$ cat config.mk
export PLATFORM = sky130hd
export DESIGN_NAME = mem_wb_stage
export DESIGN_NICKNAME = d
export VERILOG_FILES = /design/src/rtl/mem_wb_stage.sv
export SDC_FILE = /design/constraint.sdc
export NUM_CORES = 1
export LEC_CHECK = 0
export BUFFER_PORTS_ARGS = -buffer_cell sky130_fd_sc_hd__buf_2
export CELL_PAD_IN_SITES_DETAIL_PLACEMENT = 1
export CELL_PAD_IN_SITES_GLOBAL_PLACEMENT = 1
export CORE_MARGIN = 3
export CORE_UTILIZATION = 33
export DETAILED_ROUTE_END_ITERATION = 16
export PLACE_DENSITY_LB_ADDON = 0.1
export SLEW_MARGIN = 20
export SYNTH_ARGS = -nofsm -noshare
export SYNTH_HDL_FRONTEND = slang
export SYNTH_SLANG_ARGS = --single-unit
$ cat constraint.sdc
create_clock -name clk -period 1.8 [get_ports clk]
set_clock_uncertainty 0.1 [all_clocks]
set_input_delay 0.18 -clock clk [delete_from_list [all_inputs] [get_ports clk]]
set_output_delay 0.18 -clock clk [all_outputs]
set_load 0.05 [all_outputs]
$ cat src/rtl/mem_wb_stage.sv
// mem_wb_stage: retires instructions from the EX-stage pipeline register.
// A retirement is either a single-cycle register-file write or a req/ack store to
// data memory. The stage freezes upstream logic while a store is outstanding or the
// core has halted.
// Optional feature: define MEM_TIMEOUT_EN to abort stores that wait longer than
// TIMEOUT_CYC cycles for an ack (flags mem_err and halts the core).
module mem_wb_stage #(
  parameter int unsigned DATA_W      = 8,
  parameter int unsigned ADDR_W      = 6,
  parameter int unsigned TIMEOUT_CYC = 15
) (
  input  logic              clk,
  input  logic              rst_n,
  input  logic              in_valid,
  input  logic              halted,
  input  logic              data_rw,
  input  logic [DATA_W-1:0] alu_output,
  input  logic [ADDR_W-1:0] write_addr,
  output logic              freeze,
  output logic              rf_we,
  output logic [ADDR_W-1:0] rf_waddr,
  output logic [DATA_W-1:0] rf_wdata,
  output logic              dm_req,
  output logic [ADDR_W-1:0] dm_addr,
  output logic [DATA_W-1:0] dm_wdata,
  input  logic              dm_ack,
  output logic              core_halted,
  output logic              mem_err
);

  localparam logic [1:0] StIdle = 2'd0;
  localparam logic [1:0] StWait = 2'd1;
  localparam logic [1:0] StHalt = 2'd2;

  logic [1:0]        state_q, state_d;
  logic              rf_we_q, rf_we_d;
  logic [ADDR_W-1:0] rf_waddr_q, rf_waddr_d;
  logic [DATA_W-1:0] rf_wdata_q, rf_wdata_d;
  logic              dm_req_q, dm_req_d;
  logic [ADDR_W-1:0] dm_addr_q, dm_addr_d;
  logic [DATA_W-1:0] dm_wdata_q, dm_wdata_d;
  logic              core_halted_q, core_halted_d;

`ifdef MEM_TIMEOUT_EN
  localparam int unsigned CntW = $clog2(TIMEOUT_CYC + 1);

  logic [CntW-1:0] cnt_q, cnt_d;
  logic            mem_err_q, mem_err_d;
`endif

  // Next-state and registered-output logic for the retire FSM.
  always_comb begin
    state_d       = state_q;
    rf_we_d       = 1'b0;
    rf_waddr_d    = rf_waddr_q;
    rf_wdata_d    = rf_wdata_q;
    dm_req_d      = dm_req_q;
    dm_addr_d     = dm_addr_q;
    dm_wdata_d    = dm_wdata_q;
    core_halted_d = core_halted_q;
`ifdef MEM_TIMEOUT_EN
    cnt_d         = cnt_q;
    mem_err_d     = mem_err_q;
`endif

    case (state_q)
      StIdle: begin
        if (in_valid) begin
          // HALT outranks any retirement carried by the same instruction.
          if (halted) begin
            state_d       = StHalt;
            core_halted_d = 1'b1;
          end else if (!data_rw) begin
            rf_we_d    = 1'b1;
            rf_waddr_d = write_addr;
            rf_wdata_d = alu_output;
          end else begin
            dm_req_d   = 1'b1;
            dm_addr_d  = write_addr;
            dm_wdata_d = alu_output;
            state_d    = StWait;
`ifdef MEM_TIMEOUT_EN
            cnt_d      = '0;
`endif
          end
        end
      end

      StWait: begin
        // An ack on the expiry edge still completes the store normally.
        if (dm_ack) begin
          dm_req_d = 1'b0;
          state_d  = StIdle;
        end else begin
`ifdef MEM_TIMEOUT_EN
          if (cnt_q == CntW'(TIMEOUT_CYC - 1)) begin
            dm_req_d      = 1'b0;
            mem_err_d     = 1'b1;
            core_halted_d = 1'b1;
            state_d       = StHalt;
          end else begin
            cnt_d = cnt_q + CntW'(1);
          end
`endif
        end
      end

      StHalt: begin
        dm_req_d      = 1'b0;
        core_halted_d = 1'b1;
      end

      default: begin
        state_d  = StIdle;
        dm_req_d = 1'b0;
      end
    endcase
  end

  // State and output registers; reset abandons any outstanding store.
  always_ff @(posedge clk or negedge rst_n) begin
    if (!rst_n) begin
      state_q       <= StIdle;
      rf_we_q       <= 1'b0;
      rf_waddr_q    <= '0;
      rf_wdata_q    <= '0;
      dm_req_q      <= 1'b0;
      dm_addr_q     <= '0;
      dm_wdata_q    <= '0;
      core_halted_q <= 1'b0;
    end else begin
      state_q       <= state_d;
      rf_we_q       <= rf_we_d;
      rf_waddr_q    <= rf_waddr_d;
      rf_wdata_q    <= rf_wdata_d;
      dm_req_q      <= dm_req_d;
      dm_addr_q     <= dm_addr_d;
      dm_wdata_q    <= dm_wdata_d;
      core_halted_q <= core_halted_d;
    end
  end

`ifdef MEM_TIMEOUT_EN
  // Store-timeout counter and sticky error flag.
  always_ff @(posedge clk or negedge rst_n) begin
    if (!rst_n) begin
      cnt_q     <= '0;
      mem_err_q <= 1'b0;
    end else begin
      cnt_q     <= cnt_d;
      mem_err_q <= mem_err_d;
    end
  end

  assign mem_err = mem_err_q;
`else
  assign mem_err = 1'b0;
`endif

  assign freeze      = (state_q != StIdle);
  assign rf_we       = rf_we_q;
  assign rf_waddr    = rf_waddr_q;
  assign rf_wdata    = rf_wdata_q;
  assign dm_req      = dm_req_q;
  assign dm_addr     = dm_addr_q;
  assign dm_wdata    = dm_wdata_q;
  assign core_halted = core_halted_q;

endmodule

=== Word-level counts from Yosys, hierarchy flattened ===
Cells that the tools add are included.
Widths: inputs -> output; s select.

* Register bits after elaboration: 33
* Output and inout bits: 33
* Word-level logic and storage cells: 44

* Equality and inequality tests: 8
* Multiplexer cells: 17
* Bitwise gates (word level): 3
* Reductions and logical operators: 8

{| class="wikitable"
|+ Operators with widths
! kind !! number
|-
| $reduce_and 4->1 || 4
|-
| $mux 1 || 10
|-
| $ne 2x2->1 const B || 5
|-
| $mux 2 || 4
|-
| $pmux 2 s3 || 1
|-
| $pmux 1 s2 || 2
|-
| $reduce_bool 2->1 || 2
|-
| $ne 3x3->1 const B || 1
|-
| $not 1->1 || 3
|-
| $reduce_and 3->1 || 1
|-
| $eq 2x1->1 const B || 1
|-
| $eq 2x2->1 const B || 1
|-
| $logic_not 2->1 || 1
|}

=== Depth between registers and ports, before layout ===
Gate-level depths: netlist of the first run.

* Depth in word-level cells: 4
* Depth in mapped cells: 5

=== Worst setup path after synthesis of the first run ===
No wires, ideal clock.

* Path kind: register -> register
* Start: register state_q[1]
* End: register rf_waddr_q[0] (netlist: rf_waddr[0])
* Data arrival time: 1.648 ns
* Setup slack: -0.073 ns
* Cell stages (with the launch flop): 5
* Clock period less this slack: 1.873 ns
* Path through: dfrtp_1 -> or2_4 -> nor4b_4 -> buf_6 -> mux2_2

* Cells in the longest elaborated chain, start to end: 2

{| class="wikitable"
|+ Ends and longest elaborated chain
! what !! RTL line !! RTL
|-
| from (decl) || 35 || <nowiki>logic [1:0] state_q, state_d;</nowiki>
|-
| from (signal assigned) || 123 || <nowiki>state_q <= StIdle;</nowiki>
|-
| from (signal assigned) || 132 || <nowiki>state_q <= state_d;</nowiki>
|-
| $logic_not 2->1 || 66 || <nowiki>case (state_q)</nowiki>
|-
| $reduce_and 4->1 (no source line) || - ||
|-
| to (signal assigned) || 134 || <nowiki>rf_waddr_q <= rf_waddr_d;</nowiki>
|-
| to (decl) || 37 || <nowiki>logic [ADDR_W-1:0] rf_waddr_q, rf_waddr_d;</nowiki>
|}

Every way passes these cells.
A chain may end at the register's enable or synchronous reset.

=== Final worst setup path of the first run ===
* Start: register state_q[1]
* End: register rf_wdata_q[3] (netlist: rf_wdata[3])

* Cells in the longest elaborated chain, start to end: 2

{| class="wikitable"
|+ Ends and longest elaborated chain
! what !! RTL line !! RTL
|-
| $logic_not 2->1 || 66 ||
|-
| $reduce_and 4->1 (no source line) || - ||
|-
| to (signal assigned) || 135 || <nowiki>rf_wdata_q <= rf_wdata_d;</nowiki>
|-
| to (decl) || 38 || <nowiki>logic [DATA_W-1:0] rf_wdata_q, rf_wdata_d;</nowiki>
|}

Every way passes these cells.

==> flow_summary.json, run 1 <==
{
  "end_kind": "flip-flop",
  "initialDrtViolationCount": 33,
  "dieArea_um2": 4620,
  "grt_start_max_net_pins": 34,
  "cts_tree": "yes",
  "worstReg2RegEnd": "rf_wdata[3]",
  "track_usage_pct": 13.0,
  "cts_made_buffers": 5,
  "required_ns": 1.86,
  "cts_max_level": 2,
  "cp.arrival_ns": 1.80,
  "final_hold_viol_count": 0,
  "rsz0062_at_grt": "yes",
  "worst_setup_path_start_kind": "flip-flop",
  "io_buffer_count": 51,
  "pre_cts_ws_ns": 0.0328,
  "synth_fa_ha_area_share_pct": 0,
  "power.total_mw": 2.97,
  "setup-violations-final": 0,
  "min_period_ns": 1.75,
  "detail-route-antenna-nets": 0,
  "antennaDiodeCount": 0,
  "holdPathEnd": "state_q[0]",
  "leakage_nw": 0.877,
  "ios": 53,
  "final_cell_area_um2": 1710,
  "grt_pass1_wl_um": 4260,
  "clkTransAtPathRegs_ns": 0.06,
  "detail_route.first_pass.iterations": 2,
  "finalWeightedCongestion": 0.732,
  "wl_um": 2650,
  "r2r_slack_ns": 0.05,
  "place_area_um2": 1580,
  "die_x_um": 67.9,
  "finalCritPeriodShare_pct": 97.0,
  "ys_ff_latch": 33,
  "nNetsFinal": 157,
  "power.density_nw_per_um2": 1740,
  "cts_max_path_buffers": 2,
  "syn_area_um2": 1270,
  "areaGrowthSynthToFinish_pct": 35.0,
  "wl_per_cell_um": 14.4,
  "initial_core_util_pct": 36.0,
  "max_freq_mhz": 573,
  "min-delay-start": "dm_ack",
  "status": "finished, final reports clean",
  "setup_ws_ns": 0.0548,
  "fin_cells": 184,
  "yosysWarnings": 0,
  "yosys.area.top_type": "dfrtp_1",
  "drc_errors": 0,
  "clock_latency_ns": 0.27,
  "synth-xor-area-share_pct": 0,
  "avgSynthCellArea_um2": 16.2,
  "grt_antenna_before_repair": 0,
  "viasPerCell": 4.49,
  "cap_viol_max_count": 0,
  "fp.dieH_um": 67.9,
  "synth_cells": 78,
  "worst_slew_pin_slew_ns": 0.709,
  "yosysSeqAreaShare_pct": 65.2,
  "core_um2": 3520,
  "hold_path_class": "input port to flip-flop",
  "synth_nets": 98,
  "grt_pass1_vias": 887,
  "relSlewSlack_pct": 52.7,
  "drive_gt1_share_pct": 67.4,
  "synth_top_family_by_area": "multiplexers",
  "min_path_cells": 2,
  "yosysTopAreaCellShare_pct": 65.2,
  "dp_hpwl_um": 2090,
  "rows": 21,
  "r2r_start": "state_q[1]",
  "crit_path_max_fanout": 10,
  "synth_cell_types": 15,
  "synthSimpleGateAreaFrac_pct": 5.83,
  "synth_mux_area_share_pct": 24.9,
  "clkSinkCount": 33,
  "synthTopCellsByArea": "dfrtp_1, mux2_2, nor4b_4",
  "synth_compound_area_share_pct": 1.38,
  "slew_viol_final": 0,
  "r2r.worst_path.cells": 4,
  "vias": 826,
  "timing.hold.ws_ns": 0.0174,
  "clock-root-buffer": "clkbuf_8",
  "vdd_ir_drop_max_mv": 0.693,
  "dp.cells": 175,
  "grt_overflow": 0,
  "criticalPathCategory": "flip-flop to flip-flop"
}
-- cell usage in the layout (no fill, tap or decap), types with 2 or more instances in the layout --
master    count
clkbuf_8      6
buf_4         3
mux2_2       28
nor2_1        2
buf_2        51
dfrtp_1      33
nand2b_1      3
-- where the power goes --
group	internal (mW)	total, mW	switching [mW]
registers	0.951	1.05	0.101
logic	0.306	1.23	0.923
clock network	0.451	0.692	0.241
total	1.71	2.97	1.26
-- metrics by stage --
step	utilization, %	TNS (ns)
5_1_grt	48.5	-0.106
3_5_place_dp	44.8	0
3_3_place_gp	44.8	0
6_report	48.5	0
2_1_floorplan	-	-0.655
4_1_cts	48.4	0
-- Yosys cell counts (all sizes together) --
cell	count
or2	2
mux2	28
and3b	1
nor4b	1
nor2	2
dfrtp	33
nand2b	3
a21oi	1
clkbuf	1
o21ai	1
buf	3
conb	1
a211oi	1
-- final cells by class --
| class | count | area (um^2) |
|---|---|---|
| fillers | 391 | 1810 |
| flip-flops and latches | 33 | 826 |
| multi-input cells | 41 | 410 |
| repair buffers | 56 | 299 |
| clock buffers | 7 | 86.3 |
| well taps | 46 | 57.6 |
| clock inverters | 1 | 30.0 |
-- repair_timing --
item / 4_1_cts / 5_1_grt
setup endpoints to repair: 0 / 9
hold buffers: 1 / 0
resized for setup: 0 / 1
buffers inserted: 0 / 0
hold endpoints to repair: 33 / 0
-- sequential cells by signal (all words and copies together), names as in the netlist --
signal / count
dm_wdata: 8
rf_wdata: 8
dm_addr: 6
rf_waddr: 6
state_q: 2
core_halted: 1
dm_req: 1
rf_we: 1
-- cell families after synthesis --
family                 Yosys count
muxes                           28
and+or+nand+nor                  9
AOI/OAI and AO/OA                3
buffers and inverters            4
other                            1
DFF                             33
-- per-layer routing --
metal  GRT usage, %  wire, um
met1           14.6      1040
met2           21.1      1310
met3           6.40       254
met4           5.21        40
met5              0         0
-- critical path, stage by stage, from the launching register on --
cell and delay, ns:
dfrtp_1 0.40, or2_4 0.28, nor4b_4 0.31, buf_6 0.20
mux2_2 0.34
-- worst max path at each step --
stage | startpoint | end | slack (ns)
3_3_place_gp | state_q[1] | rf_wdata[1] | 0.1
5_1_grt | state_q[1] | rf_wdata[3] | -0.02
3_5_place_dp | state_q[1] | rf_wdata[3] | 0.03
4_1_cts | state_q[1] | rf_wdata[3] | 0.02
6_report | state_q[1] | rf_wdata[3] | 0.05
2_1_floorplan | state_q[1] | rf_waddr[0] | -0.07
Power figures use the tool's default switching activity.
==> run 2, diff against run 1 <==
--- a/config.mk
+++ b/config.mk
@@ -12,6 +12,7 @@
 export CORE_UTILIZATION = 33
 export DETAILED_ROUTE_END_ITERATION = 16
 export PLACE_DENSITY_LB_ADDON = 0.1
+export RECOVER_POWER = 100
 export SLEW_MARGIN = 20
 export SYNTH_ARGS = -nofsm -noshare
 export SYNTH_HDL_FRONTEND = slang
==> flow_summary.json, run 2 (synthesis results as in run 1) <==
{
  "status": "finished, final reports clean",
  "clkSinkCount": 33,
  "viasPerCell": 4.49,
  "worst_setup_path_start_kind": "flip-flop",
  "dieArea_um2": 4620,
  "vias": 826,
  "cts_max_level": 2,
  "rows": 21,
  "required_ns": 1.86,
  "finalCritPeriodShare_pct": 96.9,
  "drive_gt1_share_pct": 44.2,
  "p_sw_mw": 1.27,
  "multi_input_area_um2": 410,
  "drc_errors": 0,
  "power.density_nw_per_um2": 1750,
  "grt_pass1_vias": 887,
  "finalWeightedCongestion": 0.732,
  "slew_viol_final": 0,
  "final_hold_viol_count": 0,
  "fin_cells": 184,
  "track_usage_pct": 13.0,
  "seqPwrFrac_pct": 36.3,
  "areaGrowthSynthToFinish_pct": 31.6,
  "register_area_um2": 826,
  "hold_path_class": "input port to flip-flop",
  "combPwrFrac_pct": 40.0,
  "cp.arrival_ns": 1.80,
  "initialDrtViolationCount": 26,
  "worst_slew_pin_slew_ns": 0.790,
  "p_int_mw": 1.65,
  "cts_max_path_buffers": 2,
  "wl_per_cell_um": 14.4,
  "layout_common_cells": "clkbuf_1, dfrtp_1, mux2_2",
  "grt_antenna_before_repair": 0,
  "core_um2": 3520,
  "cp_slowest_cell": "dfrtp_1",
  "cap_viol_max_count": 0,
  "die_x_um": 67.9,
  "cts_tree": "yes",
  "initial_core_util_pct": 36.0,
  "io_buffer_count": 51,
  "grt_overflow": 0,
  "leakage_nw": 0.768,
  "nNetsFinal": 157,
  "relSlewSlack_pct": 47.4,
  "grt_start_max_net_pins": 34,
  "setup-violations-final": 0,
  "detail-route-antenna-nets": 0,
  "nFillCells": 401,
  "worst-path-buf-inv": 1,
  "clkPwrFrac_pct": 23.6,
  "clkTransAtPathRegs_ns": 0.06,
  "criticalPathCategory": "flip-flop to flip-flop",
  "clock_latency_ns": 0.27,
  "slowest_delay_ns": 0.40,
  "rsz0062_at_grt": "yes",
  "setup_tns_ns": 0,
  "dp_hpwl_um": 2090,
  "wl_um": 2650,
  "post_cts_buffers": 0,
  "clock-root-buffer": "clkbuf_8",
  "detail_route.first_pass.iterations": 2,
  "critical-path-top-delay-family": "simple AND/OR/NAND/NOR gates",
  "cts_made_buffers": 5,
  "p_sw_share_pct": 43.6,
  "max_freq_mhz": 573,
  "place_area_um2": 1580,
  "final_cell_area_um2": 1670,
  "crit_path_max_fanout": 10,
  "dp.cells": 175,
  "vdd_ir_drop_max_mv": 0.683,
  "antennaDiodeCount": 0,
  "grt_pass1_wl_um": 4260,
  "fp.dieH_um": 67.9,
  "path_cells": "or2_4 -> nor4b_4 -> buf_6 -> mux2_2",
  "min_period_ns": 1.74,
  "ios": 53,
  "end_kind": "flip-flop",
  "timing.hold.ws_ns": 0.0180
}
-- run 2: power groups by stage --
stage | clock network [mW] | registers [mW] | logic [mW]
finish | 0.690 | 1.06 | 1.17
global placement | 0 | 1.06 | 1.22
global route | 0.763 | 1.09 | 1.22
detailed placement | 0 | 1.07 | 1.24
floorplan | 0 | 1.81 | 0.187
CTS | 0.717 | 1.06 | 1.24
-- run 2: per-layer routing --
layer	GRT usage, %	wire length [um]
met5	0	0
met4	5.21	40
met3	6.40	254
met2	21.1	1310
met1	14.6	1040
-- run 2: final cells by class --
cell class	count	area share (%)
clock buffers	7	5.18
multi-input cells	41	24.6
flip-flops and latches	33	49.5
repair buffers	56	15.4
well taps	46	3.45
clock inverters	1	1.80
-- run 2: metrics by stage --
step	total power, mW	utilization (%)	setup WS, ns
after floorplan	1.99	-	-0.0728
after global placement	2.28	44.8	0.0952
after detailed placement	2.31	44.8	0.0328
after CTS	3.02	48.4	0.0185
after global routing	3.07	47.3	-0.0242
final	2.92	47.3	0.0551
-- run 2: what timing repair did --
item	4_1_cts	5_1_grt
hold endpoints to repair	33	0
endpoints found under the setup margin	0	9
resized for setup	0	1
hold buffers	1	0
-- run 2: path summary, 6_finish.rpt --
| kind | slack (ns) | startpoint | depth (start not counted) | to |
|---|---|---|---|---|
| min in group asynchronous | 0.42 | rst_n | 2 | dm_req |
| setup / recovery | 0.06 | state_q[1] | 4 | rf_wdata[3] |
| setup reg to reg | 0.06 | state_q[1] | 4 | rf_wdata[3] |
| max in group asynchronous | 0.68 | rst_n | 2 | dm_addr[1] |
| hold reg to reg | 0.37 | core_halted | 1 | core_halted |
| hold / removal | 0.02 | dm_ack | 2 | state_q[0] |
